--- config.mk ---
export PLATFORM = sky130hd
export DESIGN_NAME = lut_interp_sched_flat
export DESIGN_NICKNAME = d
export VERILOG_FILES = /design/src/rtl/lut_interp_sched_if.sv /design/src/rtl/lut_interp_sched.sv /design/src/flat_wrapper.sv
export SDC_FILE = /design/constraint.sdc
export NUM_CORES = 1
export LEC_CHECK = 0
export CORE_MARGIN = 4
export CORE_UTILIZATION = 60
export DETAILED_ROUTE_END_ITERATION = 10
export DONT_BUFFER_PORTS = 1
export PLACE_DENSITY = 0.76
export REMOVE_ABC_BUFFERS = 1
export SLEW_MARGIN = 20
export SYNTH_ARGS = -nofsm -noshare
export SYNTH_HDL_FRONTEND = slang
export SYNTH_SLANG_ARGS = --single-unit
--- constraint.sdc ---
create_clock -name clk -period 10.85 [get_ports clk]
set_clock_uncertainty 0.15 [all_clocks]
set_input_delay 1.6275 -clock clk [delete_from_list [all_inputs] [get_ports clk]]
set_output_delay 1.6275 -clock clk [all_outputs]
set_load 0.02 [all_outputs]
--- src/rtl/lut_interp_sched_if.sv ---
// lut_interp_sched_if: request/response and LUT configuration bundle for lut_interp_sched.
//   req/x_in    : per-requester request level and packed N-bit inputs
//   gnt/done    : one-hot owner of the lookup in flight / one-cycle result strobe
//   y_out/busy  : interpolated result, scheduler not idle
//   cfg_*       : LUT write port; a write lands only when cfg_we && cfg_ready
interface lut_interp_sched_if #(
  parameter int NREQ = 4,
  parameter int P    = 6,
  parameter int N    = 8
);
  logic [NREQ-1:0]   req;
  logic [NREQ*N-1:0] x_in;
  logic [NREQ-1:0]   gnt;
  logic [NREQ-1:0]   done;
  logic [N-1:0]      y_out;
  logic              busy;
  logic              cfg_we;
  logic [P-1:0]      cfg_addr;
  logic [N-1:0]      cfg_data;
  logic              cfg_ready;

  modport master (
    output req, x_in, cfg_we, cfg_addr, cfg_data,
    input  gnt, done, y_out, busy, cfg_ready
  );

  modport slave (
    input  req, x_in, cfg_we, cfg_addr, cfg_data,
    output gnt, done, y_out, busy, cfg_ready
  );
endinterface

--- src/rtl/lut_interp_sched.sv ---
// lut_interp_sched: round-robin scheduler sharing one single-port 2^P x N LUT
// between NREQ requesters. Each lookup reads LUT[x1] and LUT[x2] (x2 = x1+1,
// clamped at the top entry) and linearly interpolates with the 2-bit fraction.
// Fixed 5-cycle occupancy: IDLE(accept) -> RD1 -> RD2 -> CALC -> DONE -> IDLE.
// Ports:
//   clk   : rising-edge clock
//   rst_n : synchronous active-low reset (LUT contents are retained)
//   bus   : lut_interp_sched_if.slave (req/x_in/gnt/done/y_out/busy/cfg_*)
module lut_interp_sched #(
  parameter int NREQ = 4,
  parameter int P    = 6,
  parameter int N    = 8
) (
  input  logic            clk,
  input  logic            rst_n,
  lut_interp_sched_if.slave bus
);
  localparam int IW = (NREQ > 1) ? $clog2(NREQ) : 1;

  typedef enum logic [2:0] {IDLE, RD1, RD2, CALC, DONE} state_e;

  state_e            state_q, state_d;
  logic [IW-1:0]     last_q;
  logic [N-1:0]      x_q, y1_q, y_q, rdata_q;
  logic [NREQ-1:0]   gnt_q, done_q;
  logic [N-1:0]      mem_q [2**P];

  logic [IW-1:0]     win_idx;
  logic              win_vld, accept;
  logic              lut_we;
  logic [P-1:0]      lut_addr, x1, x2;
  logic [1:0]        f;

  logic signed [N:0]   d;
  logic signed [N+2:0] d_x, f_x, p, sum;
  logic [N-1:0]        y_next;

  // Round robin: scan offsets NREQ..1 from last_q so the smallest offset
  // (closest after the last winner) is the final assignment.
  always_comb begin
    int            cc;
    logic [IW-1:0] c;
    win_vld = 1'b0;
    win_idx = '0;
    cc      = 0;
    c       = '0;
    for (int k = NREQ; k >= 1; k--) begin
      cc = int'(last_q) + k;
      if (cc >= NREQ) cc = cc - NREQ;
      c = IW'(cc);
      if (bus.req[c]) begin
        win_vld = 1'b1;
        win_idx = c;
      end
    end
  end

  // A config write in IDLE takes the LUT port, so the grant waits a cycle.
  assign accept = (state_q == IDLE) && !bus.cfg_we && win_vld;

  // Address split of the latched input; no wrap from the top entry to 0.
  assign x1 = x_q[N-1 -: P];
  assign f  = x_q[1:0];
  assign x2 = (x1 == {P{1'b1}}) ? x1 : x1 + 1'b1;

  // Interpolation in CALC: y2 sits on rdata_q, y1 was captured at the end of RD2.
  assign d      = $signed({1'b0, rdata_q}) - $signed({1'b0, y1_q});
  assign d_x    = {{2{d[N]}}, d};
  assign f_x    = {{(N+1){1'b0}}, f};
  assign p      = d_x * f_x;
  assign sum    = $signed({3'b000, y1_q}) + (p >>> 2);
  assign y_next = sum[N-1:0];

  // FSM: state register
  always_ff @(posedge clk) begin
    if (!rst_n) state_q <= IDLE;
    else        state_q <= state_d;
  end

  // FSM: next state
  always_comb begin
    state_d = state_q;
    unique case (state_q)
      IDLE:    if (accept) state_d = RD1;
      RD1:     state_d = RD2;
      RD2:     state_d = CALC;
      CALC:    state_d = DONE;
      DONE:    state_d = IDLE;
      default: state_d = IDLE;
    endcase
  end

  // FSM: outputs (LUT port steering)
  always_comb begin
    lut_we   = 1'b0;
    lut_addr = x1;
    unique case (state_q)
      IDLE: begin
        lut_we   = bus.cfg_we;
        lut_addr = bus.cfg_addr;
      end
      RD1:     lut_addr = x1;
      RD2:     lut_addr = x2;
      default: lut_addr = x1;
    endcase
  end

  // Single-port LUT, registered read; not reset.
  always_ff @(posedge clk) begin
    if (lut_we) mem_q[lut_addr] <= bus.cfg_data;
    rdata_q <= mem_q[lut_addr];
  end

  // Grant / capture / result registers.
  always_ff @(posedge clk) begin
    if (!rst_n) begin
      gnt_q  <= '0;
      done_q <= '0;
      y_q    <= '0;
      x_q    <= '0;
      y1_q   <= '0;
      last_q <= IW'(NREQ - 1);
    end else begin
      done_q <= '0;
      unique case (state_q)
        IDLE: if (accept) begin
          gnt_q  <= NREQ'(1) << win_idx;
          last_q <= win_idx;
          x_q    <= bus.x_in[N*win_idx +: N];
        end
        RD2:  y1_q <= rdata_q;
        CALC: begin
          y_q    <= y_next;
          done_q <= gnt_q;
        end
        DONE: gnt_q <= '0;
        default: ;
      endcase
    end
  end

  assign bus.gnt       = gnt_q;
  assign bus.done      = done_q;
  assign bus.y_out     = y_q;
  assign bus.busy      = (state_q != IDLE);
  assign bus.cfg_ready = (state_q == IDLE);
endmodule

--- src/flat_wrapper.sv ---
// flat-port wrapper written by rule: the top's interface ports become plain ports
module lut_interp_sched_flat 
#(
  parameter int NREQ = 4,
  parameter int P    = 6,
  parameter int N    = 8
)
  (clk, rst_n, bus_req, bus_x_in, bus_cfg_we, bus_cfg_addr, bus_cfg_data, bus_gnt, bus_done, bus_y_out, bus_busy, bus_cfg_ready);
  lut_interp_sched_if #(.NREQ(NREQ), .P(P), .N(N)) bus_i ();
  input  logic clk;
  input  logic rst_n;
  input wire logic [$bits(bus_i.req)-1:0] bus_req;
  input wire logic [$bits(bus_i.x_in)-1:0] bus_x_in;
  input wire logic [$bits(bus_i.cfg_we)-1:0] bus_cfg_we;
  input wire logic [$bits(bus_i.cfg_addr)-1:0] bus_cfg_addr;
  input wire logic [$bits(bus_i.cfg_data)-1:0] bus_cfg_data;
  output wire logic [$bits(bus_i.gnt)-1:0] bus_gnt;
  output wire logic [$bits(bus_i.done)-1:0] bus_done;
  output wire logic [$bits(bus_i.y_out)-1:0] bus_y_out;
  output wire logic [$bits(bus_i.busy)-1:0] bus_busy;
  output wire logic [$bits(bus_i.cfg_ready)-1:0] bus_cfg_ready;
  assign bus_i.req = bus_req;
  assign bus_i.x_in = bus_x_in;
  assign bus_i.cfg_we = bus_cfg_we;
  assign bus_i.cfg_addr = bus_cfg_addr;
  assign bus_i.cfg_data = bus_cfg_data;
  assign bus_gnt = bus_i.gnt;
  assign bus_done = bus_i.done;
  assign bus_y_out = bus_i.y_out;
  assign bus_busy = bus_i.busy;
  assign bus_cfg_ready = bus_i.cfg_ready;
  lut_interp_sched #(.NREQ(NREQ), .P(P), .N(N)) u_core (.clk(clk), .rst_n(rst_n), .bus(bus_i));
endmodule
==> results of run 1 <==
worst min-delay path, stage by stage (launching register included):
cell and delay, ns:
dfxtp_1 0.32, nand2_1 0.06, o211ai_1 0.07
layout make-up:
cell class              count  area [µm²]  area share [%]
flip-flops and latches    557       16300            62.5
multi-input cells        1131        6990            26.8
clock buffers              71        1560            5.99
well taps                 518         648            2.49
clock inverters            34         365            1.40
repair buffers             20         150           0.576
inverters                  19        71.3           0.274
placed cells by master, fill, tap and decap left out, drive strengths merged, types with 20 or more instances in the layout:
master	netlist	layout
a21boi	24	24
a21oi	31	31
buf	60	20
clkbuf	47	71
clkinv	0	22
dfxtp	45	45
edfxtp	512	512
ha	30	30
inv	19	20
mux2i	176	176
nand2	336	336
nand3	173	173
nand4	21	21
nor2	108	108
kinds of logic (layout without fill, tap and decap cells):
| family | after synthesis | count (layout) |
|---|---|---|
| xor+xnor | 16 | 16 |
| fa+ha+maj | 33 | 33 |
| buf+inv | 126 | 144 |
| simple gates | 716 | 716 |
| mux | 184 | 184 |
| compound gates | 182 | 182 |
| flops | 557 | 557 |
registers in the layout (all words and copies together), names as in the netlist, 3 cells and up:
| signal | flops |
|---|---|
| u_core.bus.gnt | 4 |
| u_core.bus.done | 4 |
| u_core.rdata_q | 8 |
| u_core.state_q | 3 |
| u_core.bus.y_out | 8 |
| u_core.mem_q | 512 |
| u_core.y1_q | 8 |
| u_core.x_q | 8 |
where the power goes:
part	switching, µW	leakage (µW)	internal (µW)	total, µW
clock network	822	0.000943	1180	2010
registers	67.0	0.00497	2420	2490
logic	1140	0.00346	537	1680
total	2030	0.00937	4140	6170
metrics by stage:
step / cells / power, µW
after floorplan: 1707 / 3750
after global placement: 2245 / 4130
after detailed placement: 2245 / 4160
after CTS: 2350 / 6150
after global routing: 2350 / 6390
final: 2350 / 6170
metal layers:
layer	vias to the layer above	GRT usage [%]
li1	6676	-
met4	0	11.7
met1	7413	37.4
met2	914	42.7
met3	134	7.22
met5	-	0
worst max path at each step:
stage	end	cells after the start	slack, ns
floorplan	u_core.mem_q[12][0]	5	0.53
global placement	u_core.mem_q[36][0]	6	5.22
detailed placement	u_core.mem_q[36][6]	6	5.09
CTS	u_core.mem_q[36][3]	6	5.72
global route	u_core.mem_q[36][3]	6	5.50
finish	u_core.mem_q[36][6]	6	5.57
==> flow_summary.json, run 1 <==
{
  "vias_per_cell": 6.44,
  "final_layout_size_suffix_gt1_share_pct": 7.64,
  "worstPathRequired_ns": 10.93,
  "portBuffers": 0,
  "setup_ws_ns": 5.57,
  "start_util_pct": 61.2,
  "startpoint": "bus_cfg_addr[0]",
  "ctsHoldBuffers": 0,
  "clockBufferDepth": 3,
  "ctsHtreeMaxLevel": 2,
  "clock_latency_ns": 0.61,
  "grt_pass1_wl_um": 90800,
  "synth-compound-area-share_pct": 5.53,
  "post_cts_buffers": 0,
  "cts_tree": "built",
  "drv_slew": 0,
  "clock-sinks": 557,
  "nets": 1871,
  "post_cts_resized": 0,
  "synthArstFlopShare_pct": 0,
  "vias": 15137,
  "synth_edf_count": 512,
  "crit_path_end_kind": "flop",
  "ios": 71,
  "post-synth-top-area-fraction_pct": 64.6,
  "ys_seq_elements": 557,
  "synth_mux_area_share_pct": 7.78,
  "dpl-instance-area_um2": 24100,
  "clockRootBuffer": "clkbuf_16",
  "yosysTopAreaCell": "edfxtp_1",
  "max-vdd-ir-drop_v": 0.000133,
  "dieArea_um2": 42900,
  "totalWireLength_um": 60400,
  "firstDrtPassIters": 6,
  "rsz0062_at_grt": "no",
  "setup_viol": 0,
  "hpwl_um": 35900,
  "hp-start": "u_core.last_q[0]",
  "overflow": 0,
  "path_cells": "nor4b_1 > a21oi_1 > and3_4 > buf_4 > nand3_1 > nor2_1",
  "synth_cells": 1814,
  "clkSlewWorstSetupHoldPaths_ns": 0.06,
  "synth_seq_area_share_pct": 68.3,
  "min_period_ns": 5.28,
  "pre_cts_ws_ns": 5.09,
  "syn_to_final_growth_pct": 9.42,
  "hold_depth": 2,
  "cp.arrival_ns": 5.36,
  "yosys.area_share.simple_pct": 13.3,
  "synthTopCellsByArea": "edfxtp_1, mux2i_1, nand2_1",
  "crit_type": "in -> reg",
  "route.met2.wl_um": 27900,
  "core_um2": 38900,
  "finish.utilization_pct": 67.0,
  "yosys-top-cells-count": "edfxtp_1, nand2_1, mux2i_1, nand3_1, nor2_1",
  "cpMaxStageDelayCell": "nor2_1",
  "path_max_fanout": 58,
  "crit_buf_inv": 1,
  "drv_cap": 0,
  "clock.fmax_mhz": 189,
  "synth_area_um2": 23800,
  "insertedDiodeCount": 0,
  "worst_slew_pin_slew_ns": 1.03,
  "cts-buffers-inserted": 56,
  "m1WireLength_um": 23200,
  "slew_headroom_pct": 31.3,
  "synth_top_family_by_area": "simple AND/OR/NAND/NOR gates",
  "wl_met3_um": 6600,
  "ys_warn_count": 0,
  "reg2reg_depth": 7,
  "synth-adder-area-share_pct": 1.83,
  "r2r-start": "u_core.x_q[2]",
  "antenna_found_initial": 0,
  "hold_slack_ns": 0.353,
  "status": "completed",
  "rows": 72,
  "power.leakage_uw": 0.00937,
  "rrSetupSlack_ns": 5.66,
  "ys_types": 73,
  "fill_cells": 2666,
  "routedWlPerCell_um": 25.7,
  "die_x_um": 207,
  "fin_setup_tns_ns": 0,
  "start_kind": "primary input",
  "ant_nets": 0,
  "rr_endpoint": "u_core.mem_q[36][6]",
  "slowest_delay_ns": 0.83,
  "grt_max_degree": 73,
  "hold_class": "reg -> reg",
  "synth.most_common_cell": "edfxtp_1",
  "pwr_density_cell_nw_per_um2": 237,
  "die_h_um": 207,
  "fin_crit_sh_pct": 48.7,
  "track_usage_pct": 27.5,
  "syn_area_per_cell_um2": 13.1,
  "grt_pass1_vias": 14754,
  "drc_errors": 0,
  "top_layer": "met4",
  "gp_congestion": 0.928,
  "synthXorXnorAreaFrac_pct": 0.646,
  "crit_family": "simple AND/OR/NAND/NOR gates",
  "initialDrtViolationCount": 2214,
  "min_to": "u_core.last_q[0]",
  "finalInstanceArea_um2": 26100,
  "synth_flop_cell": "edfxtp_1",
  "finalHoldViolCount": 0
}
No activity file was read; power rests on OpenSTA's default activity.
==> run 2: changes to the inputs <==
- clock period: 10.85 -> 5.15 ns (I/O delays scaled with it)
==> run 2 against run 1 <==
  * Combinational power rose by 120%
  * Sequential cell count unchanged
  * Global-route usage decreased by 0.28 points
  * Utilization grew 1.6 points
  * Via count up 2.1%
  * Sequential share of layout area decreased by 1.5 points
  * Clock-buffer cell count up 5
  * First-iteration DRC count is 3.0% lower
  * Hold slack got worse by 0.24 ns
  * Final area increased by 2.4%
  * Critical endpoint is now u_core.bus.y_out[7]
==> flow_summary.json, run 2 (same netlist as run 1, synthesis figures left out) <==
{
  "post_cts_resized": 0,
  "pwr_density_cell_nw_per_um2": 491,
  "ctsHoldBuffers": 0,
  "drv_slew": 0,
  "hp-start": "rst_n",
  "power_frac_seq_pct": 39.8,
  "grt_pass1_vias": 15060,
  "p_sw_uw": 4240,
  "clockRootBuffer": "clkbuf_16",
  "rsz0062_at_grt": "no",
  "worst_slew_pin_slew_ns": 1.03,
  "gp_congestion": 0.886,
  "clockBufferDepth": 3,
  "syn_to_final_growth_pct": 12.1,
  "path_common_cell": "ha_1",
  "start_util_pct": 61.2,
  "hold_class": "in -> reg",
  "slew_headroom_pct": 31.0,
  "insertedDiodeCount": 0,
  "ctsHtreeMaxLevel": 2,
  "drv_cap": 0,
  "clock_latency_ns": 0.61,
  "crit_type": "reg -> reg",
  "rows": 72,
  "path_cells": "inv_1 > ha_1 > fa_1 > nor2b_1 > o21ai_0 > a21boi_0 > o21ai_0 > a21boi_0 > a21oi_1 > and2_1 > ha_1 > ha_1 > inv_1 > o21bai_1 > a21oi_1 > xnor2_1 > ha_1 > nor2_1 > nor3_1 > xnor3_1 > o2bb2ai_1",
  "grt_max_degree": 65,
  "core_um2": 38900,
  "crit_path_end_kind": "flop",
  "final_layout_size_suffix_gt1_share_pct": 10.8,
  "setup_viol": 0,
  "min_period_ns": 4.51,
  "cts_tree": "built",
  "finalHoldViolCount": 0,
  "vias": 15451,
  "track_usage_pct": 27.2,
  "clock.fmax_mhz": 222,
  "initialDrtViolationCount": 2147,
  "crit_buf_inv": 2,
  "swShare_pct": 32.4,
  "r2r-start": "u_core.rdata_q[0]",
  "grt_pass1_wl_um": 90800,
  "cp.arrival_ns": 4.81,
  "totalWireLength_um": 59800,
  "hpwl_um": 36600,
  "overflow": 0,
  "hold_slack_ns": 0.112,
  "antenna_found_initial": 0,
  "layout_common_cells": "edfxtp_1, nand2_1, mux2i_1",
  "status": "completed",
  "vias_per_cell": 6.37,
  "path_max_fanout": 3,
  "nets": 1950,
  "firstDrtPassIters": 6,
  "routedWlPerCell_um": 24.7,
  "ant_nets": 0,
  "drc_errors": 0,
  "max-vdd-ir-drop_v": 0.000323,
  "clock-sinks": 557,
  "portBuffers": 0,
  "slowest_delay_ns": 0.40,
  "crit_family": "adder cells",
  "top_register": "u_core.mem_q",
  "layout_commonest_cell": "edfxtp_1",
  "fill_cells": 2626,
  "cpMaxStageDelayCell": "fa_1",
  "start_kind": "flop",
  "startpoint": "u_core.rdata_q[0]",
  "die_h_um": 207,
  "cts-buffers-inserted": 55,
  "die_x_um": 207,
  "fin_crit_sh_pct": 87.5,
  "comb_power_share_pct": 28.3,
  "largest_reg_flops": 512,
  "post_cts_buffers": 0,
  "total_power_uw": 13100,
  "ios": 71,
  "power.leakage_uw": 0.00978,
  "worstPathRequired_ns": 5.45,
  "p_clk_share_pct": 31.9,
  "dieArea_um2": 42900,
  "clkSlewWorstSetupHoldPaths_ns": 0.06,
  "p_int_uw": 8860
}
## run 2: worst paths after layout
check                             end  slack [ns]  cells past startpoint
setup / recovery  u_core.bus.y_out[7]        0.64                     21
hold / removal       u_core.last_q[1]        0.11                      1
setup reg to reg  u_core.bus.y_out[7]        0.64                     21
hold reg to reg        u_core.y1_q[2]        0.36                      2
## run 2: layer usage
layer  vias up  wire length [µm]  global-route usage (%)
li1       6824                 -                       -
met1      7508             23100                    38.1
met2       964             28200                    43.4
met3       155              6300                    4.93
met4         0              2240                    10.2
met5         -                 0                       0
## run 2: metrics by stage
step	setup TNS [ns]	utilization (%)	worst slack (ns)	area (µm²)	cells
6_report	0	68.6	0.644	26700	2426
5_1_grt	0	68.6	0.210	26700	2426
4_1_cts	0	68.5	0.612	26700	2426
3_5_place_dp	0	63.7	0.674	24800	2325
3_3_place_gp	0	63.7	0.851	24800	2325
2_1_floorplan	-1093.95	-	-4.32	23300	1707
## run 2: power by group through the flow
stage          clock network, µW  logic [µW]  registers [µW]
3_3_place_gp                   0        3530            5300
2_1_floorplan                  0        2640            5260
3_5_place_dp                   0        3590            5300
4_1_cts                     4200        3630            5210
6_report                    4180        3710            5210
5_1_grt                     4400        3960            5220
## run 2: layout make-up
| class | instances | area [µm²] | share of cell area [%] |
|---|---|---|---|
| Sequential cell | 557 | 16300 | 61.0 |
| Multi-Input combinational cell | 1131 | 7000 | 26.2 |
| Clock buffer | 76 | 1510 | 5.65 |
| Timing Repair Buffer | 100 | 826 | 3.09 |
| Tap cell | 518 | 648 | 2.43 |
| Clock inverter | 25 | 357 | 1.34 |
| Inverter | 19 | 71.3 | 0.267 |
